**config.mk**
```make
export PLATFORM = sky130hd
export DESIGN_NAME = sine_tone_analyzer
export DESIGN_NICKNAME = d
export VERILOG_FILES = /design/src/rtl/sine_tone_analyzer.sv
export SDC_FILE = /design/constraint.sdc
export NUM_CORES = 1
export LEC_CHECK = 0
export ABC_AREA = 1
export CELL_PAD_IN_SITES_DETAIL_PLACEMENT = 1
export CELL_PAD_IN_SITES_GLOBAL_PLACEMENT = 1
export CORE_ASPECT_RATIO = 1.25
export CORE_MARGIN = 2
export CORE_UTILIZATION = 30
export DETAILED_ROUTE_END_ITERATION = 10
export PLACE_DENSITY_LB_ADDON = 0.1
export SLEW_MARGIN = 20
export SYNTH_ARGS = -nofsm -noshare
export SYNTH_HDL_FRONTEND = slang
export SYNTH_SLANG_ARGS = --single-unit
```
**constraint.sdc**
```tcl
create_clock -name clk -period 4.7 [get_ports clk]
set_input_delay 1.175 -clock clk [delete_from_list [all_inputs] [get_ports clk]]
set_output_delay 1.175 -clock clk [all_outputs]
set_load 0.05 [all_outputs]
```
**src/rtl/sine_tone_analyzer.sv**
```systemverilog
// Receive-side tone analyzer: measures period (clk cycles) and peak-to-peak
// amplitude of a strobed signed sine stream using hysteresis-qualified rising crossings.
module sine_tone_analyzer #(
    parameter int DATA_W     = 16,
    parameter int CNT_W      = 32,
    parameter int HYST       = 1000,
    parameter int MAX_PERIOD = 1000000
) (
    input  logic                     clk,
    input  logic                     reset,
    input  logic                     sample_valid,
    input  logic signed [DATA_W-1:0] sample,
    output logic [CNT_W-1:0]         period,
    output logic [DATA_W:0]          p2p,
    output logic                     meas_valid,
    output logic                     locked,
    output logic                     no_signal
);

    typedef enum logic [1:0] {SEEK, ARM, HIGH, LOW} state_t;

    localparam logic signed [DATA_W-1:0] HYST_P  = DATA_W'(HYST);
    localparam logic signed [DATA_W-1:0] HYST_N  = -HYST_P;
    localparam logic [CNT_W-1:0]         MAX_CNT = CNT_W'(MAX_PERIOD);
    localparam logic [CNT_W-1:0]         CNT_ONE = CNT_W'(1);

    state_t                     state_reg, state_next;
    logic [CNT_W-1:0]           count_reg, count_next;
    logic [CNT_W-1:0]           period_reg, period_next;
    logic [DATA_W:0]            p2p_reg, p2p_next;
    logic signed [DATA_W-1:0]   max_reg, max_next;
    logic signed [DATA_W-1:0]   min_reg, min_next;
    logic                       meas_valid_reg, meas_valid_next;
    logic                       locked_reg, locked_next;
    logic                       no_signal_reg, no_signal_next;

    logic                       is_low;
    logic                       is_high;
    logic                       at_limit;
    logic                       end_crossing;
    logic                       timeout;
    logic signed [DATA_W-1:0]   trk_max;
    logic signed [DATA_W-1:0]   trk_min;
    logic [DATA_W:0]            span;

    assign is_low       = sample_valid && (sample <= HYST_N);
    assign is_high      = sample_valid && (sample >= HYST_P);
    assign at_limit     = (count_reg == MAX_CNT);
    assign end_crossing = (state_reg == LOW) && is_high;
    // A crossing landing exactly on the limit is still a measurement.
    assign timeout      = ((state_reg == HIGH) || (state_reg == LOW)) && at_limit && !end_crossing;

    assign trk_max = (sample > max_reg) ? sample : max_reg;
    assign trk_min = (sample < min_reg) ? sample : min_reg;
    // One extra bit so the full signed range difference cannot overflow.
    assign span    = {max_reg[DATA_W-1], max_reg} - {min_reg[DATA_W-1], min_reg};

    always_comb begin
        state_next      = state_reg;
        count_next      = count_reg;
        period_next     = period_reg;
        p2p_next        = p2p_reg;
        max_next        = max_reg;
        min_next        = min_reg;
        meas_valid_next = 1'b0;
        locked_next     = locked_reg;
        no_signal_next  = no_signal_reg;

        case (state_reg)
            SEEK: begin
                count_next = '0;
                if (is_low) begin
                    state_next = ARM;
                end
            end
            ARM: begin
                count_next = '0;
                if (is_high) begin
                    state_next = HIGH;
                    count_next = CNT_ONE;
                    max_next   = sample;
                    min_next   = sample;
                end
            end
            HIGH: begin
                count_next = count_reg + CNT_ONE;
                if (sample_valid) begin
                    max_next = trk_max;
                    min_next = trk_min;
                end
                if (is_low) begin
                    state_next = LOW;
                end
            end
            LOW: begin
                if (is_high) begin
                    // Crossing sample opens the next cycle, so it is excluded from this span.
                    period_next     = count_reg;
                    p2p_next        = span;
                    meas_valid_next = 1'b1;
                    locked_next     = 1'b1;
                    no_signal_next  = 1'b0;
                    count_next      = CNT_ONE;
                    max_next        = sample;
                    min_next        = sample;
                    state_next      = HIGH;
                end else begin
                    count_next = count_reg + CNT_ONE;
                    if (sample_valid) begin
                        max_next = trk_max;
                        min_next = trk_min;
                    end
                end
            end
            default: begin
                state_next = SEEK;
                count_next = '0;
            end
        endcase

        if (timeout) begin
            state_next     = SEEK;
            count_next     = '0;
            locked_next    = 1'b0;
            no_signal_next = 1'b1;
        end
    end

    always_ff @(posedge clk or posedge reset) begin
        if (reset) begin
            state_reg      <= SEEK;
            count_reg      <= '0;
            period_reg     <= '0;
            p2p_reg        <= '0;
            max_reg        <= '0;
            min_reg        <= '0;
            meas_valid_reg <= 1'b0;
            locked_reg     <= 1'b0;
            no_signal_reg  <= 1'b0;
        end else begin
            state_reg      <= state_next;
            count_reg      <= count_next;
            period_reg     <= period_next;
            p2p_reg        <= p2p_next;
            max_reg        <= max_next;
            min_reg        <= min_next;
            meas_valid_reg <= meas_valid_next;
            locked_reg     <= locked_next;
            no_signal_reg  <= no_signal_next;
        end
    end

    assign period     = period_reg;
    assign p2p        = p2p_reg;
    assign meas_valid = meas_valid_reg;
    assign locked     = locked_reg;
    assign no_signal  = no_signal_reg;

endmodule
```
# Word-level counts from Yosys, hierarchy flattened
# Cells that the tools add are included.
# op_classes
add_sub_neg	2
multipliers	0
div	0
order_cmp	4
eq_ne	8
n_shift	0
muxes	26
n_bitwise	0
n_reduce_logical	16
# op_table
op	count
$pmux 32 s4	1
$mux 16	7
$pmux 16 s3	2
$mux 32	2
$add 32x1->32 const B	1
$eq 32x20->1 const B	1
$sub 16x16->17	1
$ge 16x11->1 const B	1
$gt 16x16->1	1
$le 16x11->1 const B	1
$lt 16x16->1	1
$mux 1	9
$mux 2	4
$ne 3x3->1 const B	2
$pmux 2 s3	1
$reduce_and 2->1	3
$logic_and 1x1->1	5
$eq 2x2->1 const B	2
$reduce_bool 2->1	2
$ne 3x1->1 const B	1
$reduce_and 3->1	1
$reduce_bool 3->1	1
$eq 2x1->1 const B	1
$logic_not 2->1	1
4 further kinds	4
# word_totals
ff_bits	118
latch_bits	0
ram_bits	0
romBits	0
input_bits	19
elab_cells	65
n_memories	0

# Depth between registers and ports, before layout
# logic_depth
word_depth	7
ltp_mapped	16
mapped_depth_nobuf	15

# Worst setup path after synthesis
# OpenSTA, ideal clock, no wires.
# synth_timing
path_type	input -> register
start	in sample[9]
end	reg min_reg[0]
setup_time_ns	0.124
arrival_time_ns	2.517
setup_slack_ns	2.059
path_stages	12
cell_sequence	ha_1 > nand2_1 > inv_1 > o21ai_0 > a21oi_1 > nor2_1 > nand2_1 > nand2_2 > nand3_4 > buf_2 > a21oi_1 > a21oi_1
# synth_via
elab_chain_len	5
elab_cells_between_ends	9
classes_between	order compare (2); eq/ne (1); mux (4); reduce/logical (2)
# synth_lines
item	line_no	text
start: declaration	12	input logic signed [DATA_W-1:0] sample,
$lt 16x16->1	54	assign trk_min = (sample < min_reg) ? sample : min_reg;
$mux 16	54	
$mux 16	87, 109	
$mux 16	96	if (is_high) begin
$pmux 16 s3	69	case (state_reg)
end signal: assignment	146	min_reg <= min_next;
end: declaration	32	logic signed [DATA_W-1:0] min_reg, min_next;
# Parallel ways exist; a longest one is shown, timed or not.
# A chain may end at the register's enable or synchronous reset.

# Worst setup path in the final report
# layout_timing
start	in sample[15]
end	reg min_reg[7]
# The elaborated chain is that of the path after synthesis.

==> impl_metrics.tcl <==
set metrics [dict create \
    outcome "completed" \
    finalClockSkew_ns 0.01294 \
    synthCells 945 \
    highest_layer "met4" \
    area_growth_syn_to_layout_pct 22.68 \
    hold_path.startpoint "period[17]$_DFFE_PP0P_" \
    first_iter_violations 183 \
    hold_viol_final 0 \
    globalRouteTotalUtil 0.1924 \
    vias 6544 \
    die_x_um 144.6 \
    worstPathMaxFanout 17 \
    min_period_over_period 0.7165 \
    cts-hold-fix-buffers 0 \
    endpoint_kind "register" \
    grt_pass1_wl_um 38630 \
    htreeDepth 4 \
    clockBufferDepth 2 \
    totalWireLength_um 23550 \
    ir_drop_v 0.0002786 \
    grt_pass1_vias 7121 \
    synth_top_area_share 0.3983 \
    arrival_ns 3.72 \
    r2r-end "max_reg[6]$_DFFE_PP0P_" \
    maxSlewViolCount 0 \
    dr_wl_met3_um 483 \
    detail_route.wl_per_cell_um 17.34 \
    period_needed_ns 3.367 \
    row_count 64 \
    max_slew_margin 0.4257 \
    die-area_mm2 0.02599 \
    cts_buffers 17 \
    yosysMostFrequentCell "nand2_1" \
    synth_edf_count 0 \
    clock_tree.root_cell "clkbuf_16" \
    regToRegStartpoint "max_reg[1]$_DFFE_PP0P_" \
    startpoint_type "input port" \
    crit_type "in -> reg" \
    clkTransAtPathRegs_ns 0.06 \
    finalWeightedCongestion 0.7848 \
    drive_gt1_frac 0.07879 \
    yosysTopAreaCell "dfrtp_1" \
    port_buffers 70 \
    drv_cap 0 \
    clk_latency_ns 0.43 \
    reg2reg_depth 15 \
    critPathMaxStageDelay_ns 0.55 \
    cts_tree "done" \
    yosysWarnings 0 \
    setup-tns-final_ns 0 \
    power.density_mw_per_mm2 611.3 \
    route.layer.met1.wl_um 10240 \
    netlist_area_mm2 0.007413 \
    initial_core_util 0.3035 \
    vias_per_cell 4.819 \
    synth.distinct_cells 47 \
    cp.required_ns 5.05 \
    firstDrtPassIters 5 \
    crit_chain "clkdlybuf4s50_1, ha_1, nand4_1, a21oi_1, nor2_1, nand3_2, nand3_4, nand2_4, nand2_1, a21oi_1" \
    finalSetupViolations 0 \
    core_mm2 0.02442 \
    dp_hpwl_um 17360 \
    cts_setup_buffers 0 \
    die_y_um 179.8 \
    ys.flop_type "dfrtp_1" \
    async_reset_ff_frac 1.000 \
    ios 71 \
    r2r_slack_ns 2.20 \
    nNetsFinal 1085 \
    cts_num_sinks 118 \
    total_leakage_power_nw 4.261 \
    clock.fmax_mhz 297.0 \
    critPathMostFrequentCell "a21oi_1" \
    overflow 0 \
    detail-route-antenna-nets 0 \
    critPathSlowestCell "clkdlybuf4s50_1" \
    synth_nets 1014 \
    netlist_top_cells_count "nand2_1 (225), dfrtp_1 (118), inv_1 (108)" \
    avgSynthCellArea_um2 7.845 \
    drc 0 \
    synth.yosys.seq_area_share 0.3983 \
    antenna_found_initial 0 \
    grt_max_degree 59 \
    ys_ff_latch 118 \
    min_path_cells 2 \
    crit_family "simple AND/OR/NAND/NOR gates" \
    whs_endpoint "period[17]$_DFFE_PP0P_" \
    crit_buf_inv 1 \
    hold_class "reg -> reg" \
    tightest_slew_ns 0.8535 \
    antenna-diode-count 0 \
    cts-resized-gates 0 \
    rsz0062_at_grt "false" \
    synth_area_leaders "dfrtp_1 (40%), nand2_1 (11%), ha_1 (8.3%)" \
    met2WireLength_um 12370 \
    finalHoldWorstSlack_ns 0.4680 \
]
[cells in the final DEF, fill, tap and decap left out, types with 3 or more instances in the layout]
master           synthesis  final
nand3_2                  3      3
inv_6                    0      3
o21a_1                   3      3
nand3_1                 20     20
o21ai_0                 30     30
o21ai_1                 40     40
nor2_2                   3      3
o21bai_1                 3      3
nor2_4                   3      3
clkdlybuf4s50_1          0     70
buf_4                    1      8
clkbuf_16                0     17
nand2_2                  5      5
nand3b_1                16     16
ha_1                    49     49
bufinv_16                0      4
a21oi_1                 75     75
xor2_1                  28     28
nand4_1                 37     37
xnor2_1                  4      4
nor3_1                  23     23
inv_1                  108    107
o31ai_1                  4      4
nor3_2                   4      4
dfrtp_1                118    118
nand2_1                225    225
clkinvlp_4               0      3
nor4_1                   6      6
nor2_1                  79     79
inv_2                    7      7
clkinv_4                 0      3
[cells by family after synthesis]
logic type	synth area share
xor+xnor	0.03781
simple gates	0.2829
flops	0.3983
compound gates	0.1144
buf+inv	0.08118
fa+ha+maj	0.08540
[power by group]
part | internal, mW | switching (mW)
Sequential | 1.27 | 0.207
Clock | 0.890 | 0.530
Combinational | 0.938 | 1.73
Total | 3.09 | 2.47
[routing by layer]
metal	GRT usage	up-vias
li1	-	3264
met1	0.2328	3174
met2	0.3479	83
met3	0.02904	23
met4	0.05709	0
met5	0	-
[per-stage QoR]
step / setup WS, ns / utilization / instances / total power [mW] / cell area (um^2)
2_1_floorplan: 0.3959 / - / 945 / 3.378 / 7413
3_3_place_gp: 0.8721 / 0.3468 / 1327 / 4.160 / 8469
3_5_place_dp: 0.8574 / 0.3468 / 1327 / 4.201 / 8469
4_1_cts: 1.302 / 0.3724 / 1358 / 5.658 / 9095
5_1_grt: 1.136 / 0.3724 / 1358 / 6.023 / 9095
6_report: 1.333 / 0.3724 / 1358 / 5.560 / 9095
[final cells by class]
| cell class | count | area, um^2 |
|---|---|---|
| Timing Repair Buffer | 80 | 800.8 |
| Multi-Input combinational cell | 682 | 3859 |
| Clock buffer | 17 | 425.4 |
| Fill cell | 2987 | 15330 |
| Tap cell | 330 | 412.9 |
| Clock inverter | 14 | 200.2 |
| Inverter | 117 | 444.2 |
| Sequential cell | 118 | 2953 |
[worst reg2reg max path, delay by kind of cell (launching register included)]
kind            cells  cell delay [ns]
compound gates      2             0.20
fa+ha+maj           1             0.28
buf+inv             2             0.23
flops               1             0.40
simple gates       10             1.32
[how the worst max path moves through the flow]
stage                                        end  depth (start not counted)  slack (ns)  startpoint
after detailed placement  min_reg[7]$_DFFE_PP0P_                         11        0.86  sample[15]
final                     min_reg[7]$_DFFE_PP0P_                         10        1.33  sample[15]
after global placement    min_reg[7]$_DFFE_PP0P_                         11        0.87  sample[15]
after CTS                 min_reg[7]$_DFFE_PP0P_                         11        1.30  sample[15]
after floorplan           count_reg[0]$_DFF_PP0_                          1        0.40       reset
after global routing      min_reg[7]$_DFFE_PP0P_                         11        1.14  sample[15]
Power figures use the tool's default switching activity.
